<file path="src/rtl/mem_access_unit_pkg.sv">
`default_nettype none
// ============================================================================
// Module      : mem_access_unit_pkg
// Description : Shared access-size encodings, FSM state encoding and the
//               alignment rule used by the memory access unit.
// Revision    : 1.0 - initial release
// ============================================================================
package mem_access_unit_pkg;

  localparam logic [1:0] SIZE_BYTE    = 2'b00;
  localparam logic [1:0] SIZE_HALF    = 2'b01;
  localparam logic [1:0] SIZE_WORD    = 2'b10;
  localparam logic [1:0] SIZE_ILLEGAL = 2'b11;

  typedef enum logic [2:0] {
    ST_IDLE    = 3'd0,
    ST_RD      = 3'd1,
    ST_RD_WAIT = 3'd2,
    ST_WR      = 3'd3,
    ST_RESP    = 3'd4
  } mau_state_t;

  // An access is bad when its size is illegal or its address is not
  // naturally aligned for that size.
  function automatic logic is_bad_access(input logic [1:0] size, input logic [1:0] addr_lo);
    logic bad;
    case (size)
      SIZE_BYTE: bad = 1'b0;
      SIZE_HALF: bad = addr_lo[0];
      SIZE_WORD: bad = |addr_lo;
      default:   bad = 1'b1;
    endcase
    return bad;
  endfunction

endpackage
`default_nettype wire

</file>
<file path="src/rtl/mem_lane_align.sv">
`default_nettype none
// ============================================================================
// Module      : mem_lane_align
// Description : Little-endian store lane merge and load extraction/extension.
// Revision    : 1.0 - initial release
// ============================================================================
module mem_lane_align
  import mem_access_unit_pkg::*;
#(
  parameter int DATA_WIDTH = 32
) (
  input  logic [DATA_WIDTH-1:0] i_word,
  input  logic [DATA_WIDTH-1:0] i_store_data,
  input  logic [1:0]            i_addr_lo,
  input  logic [1:0]            i_size,
  input  logic                  i_signed,
  output logic [DATA_WIDTH-1:0] o_merged_word,
  output logic [DATA_WIDTH-1:0] o_load_data
);

  logic [4:0]            w_byte_shift;
  logic [4:0]            w_half_shift;
  logic [DATA_WIDTH-1:0] w_byte_mask;
  logic [DATA_WIDTH-1:0] w_half_mask;
  logic [7:0]            w_byte;
  logic [15:0]           w_half;

  always_comb begin
    w_byte_shift  = {i_addr_lo, 3'b000};
    w_half_shift  = {i_addr_lo[1], 4'b0000};
    w_byte_mask   = {{(DATA_WIDTH-8){1'b0}}, 8'hFF} << w_byte_shift;
    w_half_mask   = {{(DATA_WIDTH-16){1'b0}}, 16'hFFFF} << w_half_shift;
    w_byte        = 8'(i_word >> w_byte_shift);
    w_half        = 16'(i_word >> w_half_shift);
    o_merged_word = i_store_data;
    o_load_data   = i_word;
    case (i_size)
      SIZE_BYTE: begin
        o_merged_word = (i_word & ~w_byte_mask)
                      | ({{(DATA_WIDTH-8){1'b0}}, i_store_data[7:0]} << w_byte_shift);
        o_load_data   = {{(DATA_WIDTH-8){i_signed & w_byte[7]}}, w_byte};
      end
      SIZE_HALF: begin
        o_merged_word = (i_word & ~w_half_mask)
                      | ({{(DATA_WIDTH-16){1'b0}}, i_store_data[15:0]} << w_half_shift);
        o_load_data   = {{(DATA_WIDTH-16){i_signed & w_half[15]}}, w_half};
      end
      default: ;
    endcase
  end

endmodule
`default_nettype wire

</file>
<file path="src/rtl/mem_access_unit.sv">
`default_nettype none
// ============================================================================
// Module      : mem_access_unit
// Description : Single-outstanding load/store unit with read-modify-write for
//               sub-word stores and a held response handshake.
// Revision    : 1.0 - initial release
// ============================================================================
module mem_access_unit
  import mem_access_unit_pkg::*;
#(
  parameter int DATA_WIDTH = 32
) (
  input  logic                  clk,
  input  logic                  reset,
  input  logic                  i_Req_Valid,
  output logic                  o_Req_Ready,
  input  logic                  i_Req_Write,
  input  logic [1:0]            i_Req_Size,
  input  logic                  i_Req_Signed,
  input  logic [DATA_WIDTH-1:0] i_Req_Address,
  input  logic [DATA_WIDTH-1:0] i_Req_Write_Data,
  output logic                  o_Resp_Valid,
  input  logic                  i_Resp_Ready,
  output logic [DATA_WIDTH-1:0] o_Resp_Read_Data,
  output logic                  o_Resp_Error,
  output logic                  o_Sig_Memory_Write_Enable,
  output logic                  o_Sig_Memory_Read_Enable,
  output logic [DATA_WIDTH-1:0] o_Address,
  output logic [DATA_WIDTH-1:0] o_Write_Data,
  input  logic [DATA_WIDTH-1:0] i_Read_Data
);

  mau_state_t            r_state;
  mau_state_t            w_next_state;
  logic [DATA_WIDTH-1:0] r_addr;
  logic [DATA_WIDTH-1:0] r_wdata;
  logic [DATA_WIDTH-1:0] r_word;
  logic [1:0]            r_size;
  logic                  r_signed;
  logic                  r_write;
  logic                  r_err;
  logic                  w_accept;
  logic                  w_bad;
  logic [DATA_WIDTH-1:0] w_merged_word;
  logic [DATA_WIDTH-1:0] w_load_data;

  assign w_accept = i_Req_Valid && (r_state == ST_IDLE);
  assign w_bad    = is_bad_access(i_Req_Size, i_Req_Address[1:0]);

  always_ff @(posedge clk or negedge reset) begin
    if (!reset) begin
      r_state  <= ST_IDLE;
      r_addr   <= '0;
      r_wdata  <= '0;
      r_word   <= '0;
      r_size   <= SIZE_BYTE;
      r_signed <= 1'b0;
      r_write  <= 1'b0;
      r_err    <= 1'b0;
    end else begin
      r_state <= w_next_state;
      if (w_accept) begin
        r_addr   <= i_Req_Address;
        r_wdata  <= i_Req_Write_Data;
        r_size   <= i_Req_Size;
        r_signed <= i_Req_Signed;
        r_write  <= i_Req_Write;
        r_err    <= w_bad;
      end
      if (r_state == ST_RD_WAIT) begin
        r_word <= i_Read_Data;
      end
    end
  end

  always_comb begin
    w_next_state              = r_state;
    o_Req_Ready               = 1'b0;
    o_Resp_Valid              = 1'b0;
    o_Resp_Error              = 1'b0;
    o_Resp_Read_Data          = '0;
    o_Sig_Memory_Read_Enable  = 1'b0;
    o_Sig_Memory_Write_Enable = 1'b0;
    case (r_state)
      ST_IDLE: begin
        o_Req_Ready = 1'b1;
        if (i_Req_Valid) begin
          if (w_bad) begin
            w_next_state = ST_RESP;
          end else if (i_Req_Write && (i_Req_Size == SIZE_WORD)) begin
            w_next_state = ST_WR;
          end else begin
            w_next_state = ST_RD;
          end
        end
      end
      ST_RD: begin
        o_Sig_Memory_Read_Enable = 1'b1;
        w_next_state             = ST_RD_WAIT;
      end
      ST_RD_WAIT: begin
        o_Sig_Memory_Read_Enable = 1'b1;
        w_next_state             = r_write ? ST_WR : ST_RESP;
      end
      ST_WR: begin
        o_Sig_Memory_Write_Enable = 1'b1;
        w_next_state              = ST_RESP;
      end
      ST_RESP: begin
        o_Resp_Valid     = 1'b1;
        o_Resp_Error     = r_err;
        o_Resp_Read_Data = (r_write || r_err) ? '0 : w_load_data;
        if (i_Resp_Ready) begin
          w_next_state = ST_IDLE;
        end
      end
      default: w_next_state = ST_IDLE;
    endcase
  end

  // Both the write merge and the load extraction work on the word captured
  // at the end of RD_WAIT, so one aligner instance serves both paths.
  mem_lane_align #(
    .DATA_WIDTH(DATA_WIDTH)
  ) u_lane_align (
    .i_word       (r_word),
    .i_store_data (r_wdata),
    .i_addr_lo    (r_addr[1:0]),
    .i_size       (r_size),
    .i_signed     (r_signed),
    .o_merged_word(w_merged_word),
    .o_load_data  (w_load_data)
  );

  assign o_Address    = {r_addr[DATA_WIDTH-1:2], 2'b00};
  assign o_Write_Data = w_merged_word;

endmodule
`default_nettype wire

</file>
<file path="config.mk">
export PLATFORM = sky130hd
export DESIGN_NAME = mem_access_unit
export DESIGN_NICKNAME = d
export VERILOG_FILES = /design/src/rtl/mem_access_unit_pkg.sv /design/src/rtl/mem_lane_align.sv /design/src/rtl/mem_access_unit.sv
export SDC_FILE = /design/constraint.sdc
export NUM_CORES = 1
export LEC_CHECK = 0
export CAP_MARGIN = 15
export CORE_ASPECT_RATIO = 0.9
export CORE_MARGIN = 10
export CORE_UTILIZATION = 47
export CTS_BUF_LIST = sky130_fd_sc_hd__clkbuf_8
export DETAILED_ROUTE_END_ITERATION = 10
export GPL_TIMING_DRIVEN = 0
export PLACE_DENSITY = 0.81
export SLEW_MARGIN = 10
export SYNTH_ARGS = -nofsm -noshare
export SYNTH_HDL_FRONTEND = slang
export SYNTH_SLANG_ARGS = --single-unit
</file>
<file path="constraint.sdc">
create_clock -name clk -period 2.35 [get_ports clk]
set_input_delay 0.5875 -clock clk [delete_from_list [all_inputs] [get_ports clk]]
set_output_delay 0.5875 -clock clk [all_outputs]
set_load 0.02 [all_outputs]
</file>
# --- Yosys cells after proc, flatten, opt, wreduce, memory -nomap -nowiden ---
# Cells that the tools add are included.
word_totals:
  out_inout_bits: 101
  register_bits: 104
  in_bits: 104
  word_cells: 56
classes:
  n_reduce_logical: 9
  eq_ne: 9
  n_shift: 6
  muxes: 16
  n_bitwise: 8
op_table:
  columns: ["operator", "count"]
  rows:
  - ["$pmux 32 s2", 2]
  - ["$and 32x32->32", 2]
  - ["$mux 32", 2]
  - ["$not 32->32", 2]
  - ["$or 32x32->32", 2]
  - ["$shl 16x5->32", 1]
  - ["$shl 16x5->32 const A", 1]
  - ["$shl 8x5->32", 1]
  - ["$shl 8x5->32 const A", 1]
  - ["$shr 32x5->16", 1]
  - ["$shr 32x5->8", 1]
  - ["$pmux 3 s5", 1]
  - ["$mux 3", 4]
  - ["$eq 3x2->1 const B", 2]
  - ["$mux 1", 5]
  - ["$eq 2x1->1 const B", 2]
  - ["$logic_not 2->1", 2]
  - ["$ne 2x2->1 const B", 2]
  - ["$reduce_or 2->1", 2]
  - ["$eq 3x1->1 const B", 1]
  - ["$eq 3x3->1 const B", 1]
  - ["$logic_not 3->1", 1]
  - ["$pmux 1 s3", 1]
  - ["$and 1x1->1", 2]
  - ["5 further kinds", 6]

# --- Longest topological paths before layout ---
# Gate-level depths: netlist (run 1).
logic_depth:
  word_depth: 6
  ltp_mapped: 6
  mapped_depth_nobuf: 3

# --- By module ---
# From an unflattened synthesis (run 1), not the netlist that was laid out.
unflattened:
  hier_cells: 556
  hier_area_um2: 6341.1
by_module_without_submodules:
  columns: ["module", "n_inst", "cells_each", "area_each_um2", "seq_area_each_um2"]
  rows:
  - ["mem_access_unit", 1, 309, 4707.0, 2602.5]
  - ["mem_lane_align", 1, 247, 1634.1, 0.0]

# --- Worst setup path after synthesis (run 1) ---
# OpenSTA, ideal clock, no wires.
synth_path:
  path_type: "reg-to-output"
  from: "register r_state[1]"
  to: "output port o_Resp_Read_Data[31]"
  path_slack_ns: -0.378
  arrival_ns: 2.141
  required_time_ns: 1.762
  n_path_buf: 1
  stages_incl_launch_ff: 5
  cell_sequence: "dfrtp_1 > buf_4 > nor3b_4 > nand2_1 > a2111oi_0"
synth_between:
  elab_chain_cells: 2
synth_lines:
  columns: ["item", "line_no", "source"]
  rows:
  - ["start, declared", "mem_access_unit.sv:33", "mau_state_t r_state;"]
  - ["start signal, assigned", "mem_access_unit.sv:61", "r_state <= w_next_state;"]
  - ["$eq 3x3->1", "mem_access_unit.sv:84", "case (r_state)"]
  - ["$mux 32", "mem_access_unit.sv:84", null]
  - ["end, declared", "mem_access_unit.sv:24", "output logic [DATA_WIDTH-1:0] o_Resp_Read_Data,"]
# No other way between the ends.

# --- Worst setup path after layout (run 1) ---
layout_path:
  from: "register r_size[0]"
  to: "output port o_Resp_Read_Data[15]"
layout_between:
  elab_chain_cells: 4
  word_cells_on_any_way: 5
  cone_classes: "eq/ne: 1; mux: 3; reduce/logical: 1"
layout_lines:
  columns: ["item", "line_no", "source"]
  rows:
  - ["start, declared", "mem_access_unit.sv:38", "logic [1:0] r_size;"]
  - ["start signal, assigned", "mem_access_unit.sv:65", "r_size <= i_Req_Size;"]
  - ["$eq 2x1->1 or $logic_not 2->1 (tied branches)", "mem_lane_align.sv:37", "case (i_size)"]
  - ["$pmux 32 s2 *", "mem_lane_align.sv:37", null]
  - ["$mux 32 *", "mem_access_unit.sv:112", "o_Resp_Read_Data = (r_write || r_err) ? '0 : w_load_data;"]
  - ["$mux 32 *", "mem_access_unit.sv:84", null]
# Mark *: on every way between the ends. The rest lies on a longest branch, timed or not.

==> results of run 1 <==
## registers in the layout, summed over array words and instances, names as in the netlist
signal,flops
r_signed,1
r_write,1
r_addr,32
r_wdata,32
r_size,2
r_state,3
r_err,1
r_word,32
## cell usage in the layout (no fill, tap or decap), types with 8 or more instances in the layout
master / instances
dfrtp_1: 97
mux2_4: 10
buf_4: 109
buf_6: 54
o21ai_2: 9
nor2_1: 36
a21oi_1: 17
buf_8: 12
nand2b_1: 9
a221oi_2: 13
nand3_1: 16
clkbuf_8: 11
o22a_1: 8
a2111oi_4: 17
mux2_2: 105
inv_1: 10
clkbuf_16: 8
clkdlybuf4s50_1: 132
a211o_1: 8
o22ai_1: 16
## layer usage
| layer | wire, um | GRT usage | share of wire |
|---|---|---|---|
| met4 | 1100 | 0.0797 | 0.043 |
| met5 | 0 | 0 | 0 |
| met1 | 9170 | 0.297 | 0.36 |
| met3 | 3140 | 0.104 | 0.12 |
| met2 | 12000 | 0.418 | 0.47 |
## worst paths after layout
| path | startpoint | endpoint | slack, ns | depth (start not counted) |
|---|---|---|---|---|
| setup / recovery | r_size[0]$_DFFE_PN0P_ | o_Resp_Read_Data[15] | -0.45 | 6 |
| hold / removal | reset | r_addr[25]$_DFFE_PN0P_ | 0.16 | 1 |
| setup reg to reg | r_state[1]$_DFFE_PN0P_ | r_word[29]$_DFFE_PN0N_ | 0.46 | 6 |
| hold reg to reg | r_addr[16]$_DFFE_PN0P_ | r_addr[16]$_DFFE_PN0P_ | 0.52 | 1 |
| max in group asynchronous | reset | r_word[15]$_DFFE_PN0N_ | 1.48 | 2 |
| min in group clk | r_addr[16]$_DFFE_PN0P_ | r_addr[16]$_DFFE_PN0P_ | 0.52 | 1 |
## cell type report
cell class	instances	area, um^2
fillers	721	2450
multi-input cells	350	3640
flip-flops and latches	104	2610
repair buffers	261	2640
inverters	12	52.6
clock buffers	9	124
clock inverters	7	91.3
well taps	164	205
plain buffers	77	777
## worst max-delay path, stage by stage, from the launching register on
cell      delay [ns]
dfrtp_2         0.49
buf_8           0.16
buf_12          0.11
nor4b_4         0.31
a32oi_4         0.18
a221oi_2        0.35
buf_4           0.20
## kinds of logic after synthesis
logic type,Yosys count,synth area share
xor gates and xnor gates,1,0.00146
and+or+nand+nor,103,0.0862
DFF,104,0.433
buffers and inverters,93,0.0895
AOI/OAI and AO/OA,121,0.160
muxes,123,0.230
other,1,0.000624
## Yosys cell counts, types with 10 or more instances
master / count / area (um^2)
mux2_2: 114 / 1280
dfrtp_1: 104 / 2600
buf_4: 43 / 323
nor2_1: 37 / 139
clkbuf_1: 19 / 71.3
o22ai_1: 19 / 119
a21oi_1: 17 / 85.1
a221oi_1: 17 / 149
buf_2: 16 / 80.1
nand3_1: 16 / 80.1
o21ai_0: 13 / 65.1
nand2b_1: 12 / 75.1
inv_1: 11 / 41.3
nand2_1: 11 / 41.3
a2111oi_2: 10 / 150
## through the flow
stage / power (W) / setup TNS (ns) / hold slack, ns
5_1_grt: 0.0179 / -23.08 / 0.178
3_5_place_dp: 0.0124 / -34.75 / 0.496
2_1_floorplan: 0.00897 / -2.16 / 0.292
3_3_place_gp: 0.0122 / -350.54 / 0.491
4_1_cts: 0.0154 / -14.20 / 0.168
6_report: 0.0172 / -20.88 / 0.158
## power groups by stage
stage	clock network, W	logic (W)	registers, W
floorplan	0	0.00570	0.00327
global placement	0	0.00848	0.00371
detailed placement	0	0.00864	0.00375
CTS	0.00125	0.0104	0.00379
global route	0.00134	0.0125	0.00403
finish	0.00124	0.0119	0.00399
## timing repair
action / CTS / global route
setup buffers: 30 / 21
pin swaps: 46 / 39
setup endpoints to repair: 69 / 65
gates resized for setup: 538 / 96
cloned: 4 / 4
==> reports/metrics.cfg, run 1 <==
[worst_setup_path]
cp-start-kind = flop
worstPathMaxFanout = 8
required_ns = 1.76
critPathKind = flop to output port
endpoint_kind = output port
arrival_ns = 2.21

[drt]
ant_nets = 0
drt_iter0_markers = 649
drc = 0
via_count = 5989
post_drt_wl_per_cell_um = 25.8
drt_pass1_iterations = 5
vias_per_cell = 6.09
drt-total-wl_um = 25400

[logic_synthesis]
synthesis.area_mm2 = 0.00601
ys_ff_latch = 104
netlist_instances = 546
synth_async_sr_flop_share = 1.00
ys_warn_count = 0
synth_area_per_cell_um2 = 11.0
synth_edf_count = 0
seq_area_frac_synth = 0.433
ys.flop_type = dfrtp_1
yosys.cell_types.count = 43

[placed_design]
routabilityCongestion = 0.950
dp_hpwl_um = 16400
place_ws_ns = -0.743
dp_cells = 914
post_dp_cell_area_mm2 = 0.00839
io_buffers = 202

[power]
power.density_mw_per_mm2 = 1690
peakVddDrop_mv = 1.01
power_frac_clock = 0.072
sw_frac_of_total = 0.461
internal_power_w = 0.00926
p_sw_w = 0.00791
power_frac_comb = 0.696
seq_power_share = 0.232
leakagePower_nw = 4.21

[finish]
drive_above_1_share = 0.516
n_antenna_cell = 0
area_delta_synth_final_pct = 68.7
fin_area_mm2 = 0.0101
num-nets-final = 919
post-route-util = 0.805
final_cells = 984

[timing]
clock.fmax_mhz = 358
setup_ws_ns = -0.447
setup_viol = 64
fin_skew_ns = 0.0154
rsz0062_at_grt = true
tightest_slew_ns = 0.578
drv_slew = 0
min_period_ns = 2.80
fin_crit_sh = 1.19
hold_viol_final = 0
slew_headroom = 0.615

[clock_tree]
clk-insertion-delay-late_ns = 0.41
cts_made_buffers = 9
clock_sinks = 104
cts_tree = done
path_clk_slew_ns = 0.12
cts_hold_buf = 0
clk_path_buf_depth = 2
htreeDepth = 3
clockRootBuffer = clkbuf_8

[floorplanning]
fp.coreArea_mm2 = 0.0126
start_util = 0.477
die_h_um = 127
fp.dieArea_mm2 = 0.0177
die_w_um = 139
placementRows = 39
io_pins = 205

[worst_hold_path]
hold_class = primary input to asynchronous set/reset pin

[global_routing]
grt_start_max_net_pins = 64
grt_util_all_layers = 0.254
grt_pass1_vias = 6057
grt_remaining_overflow = 0
grt_pass1_wl_um = 35800
antenna_found_initial = 0

[status]
outcome = finished, violations left
violations = negative setup slack

[run]
drv_cap = 0

No activity file was read; power rests on OpenSTA's default activity.
==> inputs of run 2 (changes only) <==
--- a/config.mk
+++ b/config.mk
@@ -11,6 +11,7 @@
 export CORE_UTILIZATION = 47
 export CTS_BUF_LIST = sky130_fd_sc_hd__clkbuf_8
 export DETAILED_ROUTE_END_ITERATION = 10
+export GPL_ROUTABILITY_DRIVEN = 0
 export GPL_TIMING_DRIVEN = 0
 export PLACE_DENSITY = 0.81
 export SLEW_MARGIN = 10
==> run 2 against run 1 <==
- the run still ends with negative setup slack left
- global-route usage rose by 0.80 points
- clock skew shrank 0.0064 ns
- final cell count is 1.7% lower
- die area unchanged
- sequential share of layout area increased by 0.53 points
- core utilization down 1.7 points
- critical path type unchanged
- largest cell class unchanged
- largest power group unchanged
==> reports/metrics.cfg, run 2 (synthesis results as in run 1) <==
[status]
outcome = finished, violations left
violations = negative setup slack

[drt]
drt_pass1_iterations = 5
vias_per_cell = 6.21
drc = 0
drt-total-wl_um = 25100
drt_iter0_markers = 625
via_count = 6002
ant_nets = 0
post_drt_wl_per_cell_um = 25.9

[global_routing]
grt_pass1_vias = 6243
grt_pass1_wl_um = 36500
grt_util_all_layers = 0.262
grt_start_max_net_pins = 68
grt_remaining_overflow = 0
antenna_found_initial = 0

[timing]
tightest_slew_ns = 0.529
min_period_ns = 2.76
fin_crit_sh = 1.18
hold_slack_ns = 0.148
setup_tns_ns = -17.30
drv_slew = 0
slew_headroom = 0.647
fin_skew_ns = 0.00905
setup_viol = 64
hold_viol_final = 0
clock.fmax_mhz = 362
setup_ws_ns = -0.413
rsz0062_at_grt = true

[worst_setup_path]
cp_slowest_cell = a2111oi_4
slowest_delay_ns = 0.52
arrival_ns = 2.18
cp-start-kind = flop
endpoint_kind = output port
critPathKind = flop to output port
required_ns = 1.76
crit_chain = buf_6, inv_2, buf_8, o21ai_0, a2111oi_4, buf_4
worstPathMaxFanout = 10

[placed_design]
dp_hpwl_um = 16300
io_buffers = 202

[finish]
mostFrequentLayoutCell = clkdlybuf4s50_1
largest_registers = r_addr: 32 flops, r_wdata: 32 flops, r_word: 32 flops
drive_above_1_share = 0.507
area_delta_synth_final_pct = 65.0
final_cell_mix = clkdlybuf4s50_1, mux2_2, buf_4, dfrtp_1, buf_6
num-nets-final = 902
nFillCells = 722
n_antenna_cell = 0

[power]
leakagePower_nw = 4.04
peakVddDrop_mv = 0.953
power.density_mw_per_mm2 = 1670

[clock_tree]
clk-insertion-delay-late_ns = 0.40
clock_sinks = 104
clockRootBuffer = clkbuf_8
cts_made_buffers = 9
path_clk_slew_ns = 0.10
cts_tree = done
htreeDepth = 3
clk_path_buf_depth = 2

[floorplanning]
io_pins = 205
die_h_um = 127
start_util = 0.477
die_w_um = 139
placementRows = 39
fp.dieArea_mm2 = 0.0177
fp.coreArea_mm2 = 0.0126

[worst_hold_path]
hold_class = primary input to asynchronous set/reset pin

[run]
drv_cap = 0

-- run 2: cell types whose count changed in the layout (fill, tap and decap cells not counted), sizes merged --
cell / change
clkinvlp: -2
buf: -18
inv: +1
clkinv: +1
dlygate4sd2: -1
clkdlybuf4s15: +2
-- run 2: final cells by class --
cell class                      count  area, um^2  share of cell area
Buffer                             76         738              0.0744
Inverter                           12        52.6             0.00530
Tap cell                          164         205              0.0207
Multi-Input combinational cell    350        3680               0.371
Clock buffer                        9         124              0.0125
Clock inverter                      7        73.8             0.00744
Timing Repair Buffer              245        2430               0.245
Sequential cell                   104        2610               0.263
-- run 2: what timing repair did --
action / 4_1_cts / 5_1_grt
pin swaps: 38 / 41
gates resized for setup: 533 / 74
buffers inserted: 22 / 15
endpoints found under the setup margin: 69 / 66
cloned: 4 / 2
hold buffers: 0 / 0
-- run 2: critical path: cells and delay by family, from the launching register on --
kind / cells / cell delay (ns)
compound gates: 2 / 0.73
buf+inv: 4 / 0.64
flops: 1 / 0.38
-- run 2: worst paths after layout --
check | endpoint | depth (start not counted) | slack (ns) | start
max | o_Resp_Read_Data[6] | 6 | -0.41 | r_size[1]$_DFFE_PN0P_
min | r_addr[26]$_DFFE_PN0P_ | 1 | 0.15 | reset
max reg2reg | r_word[7]$_DFFE_PN0N_ | 7 | 0.36 | r_state[1]$_DFFE_PN0P_
min reg2reg | r_addr[30]$_DFFE_PN0P_ | 1 | 0.52 | r_addr[30]$_DFFE_PN0P_
max in group asynchronous | r_wdata[10]$_DFFE_PN0P_ | 2 | 1.49 | reset
min in group clk | r_addr[30]$_DFFE_PN0P_ | 1 | 0.52 | r_addr[30]$_DFFE_PN0P_
-- run 2: routing by layer --
metal | vias to the layer above | wire length, um | share of wire | track usage
li1 | 2499 | - | - | -
met1 | 2880 | 8810 | 0.35 | 0.283
met2 | 492 | 11500 | 0.46 | 0.428
met3 | 131 | 3310 | 0.13 | 0.129
met4 | 0 | 1410 | 0.056 | 0.118
met5 | - | 0 | 0 | 0
-- run 2: stage by stage --
stage	util	area [um^2]	worst slack (ns)	cells	total power, W
2_1_floorplan	-	6140	-0.138	547	0.00897
3_3_place_gp	0.664	8360	-3.07	913	0.0121
3_5_place_dp	0.666	8390	-0.746	914	0.0124
4_1_cts	0.756	9520	-0.306	954	0.0152
5_1_grt	0.788	9920	-0.445	967	0.0172
6_report	0.788	9920	-0.413	967	0.0166
-- run 2: report_power, final --
group	internal, W	switching (W)
clock network	0.000496	0.000666
logic	0.00559	0.00591
registers	0.00271	0.00122
total	0.00879	0.00779
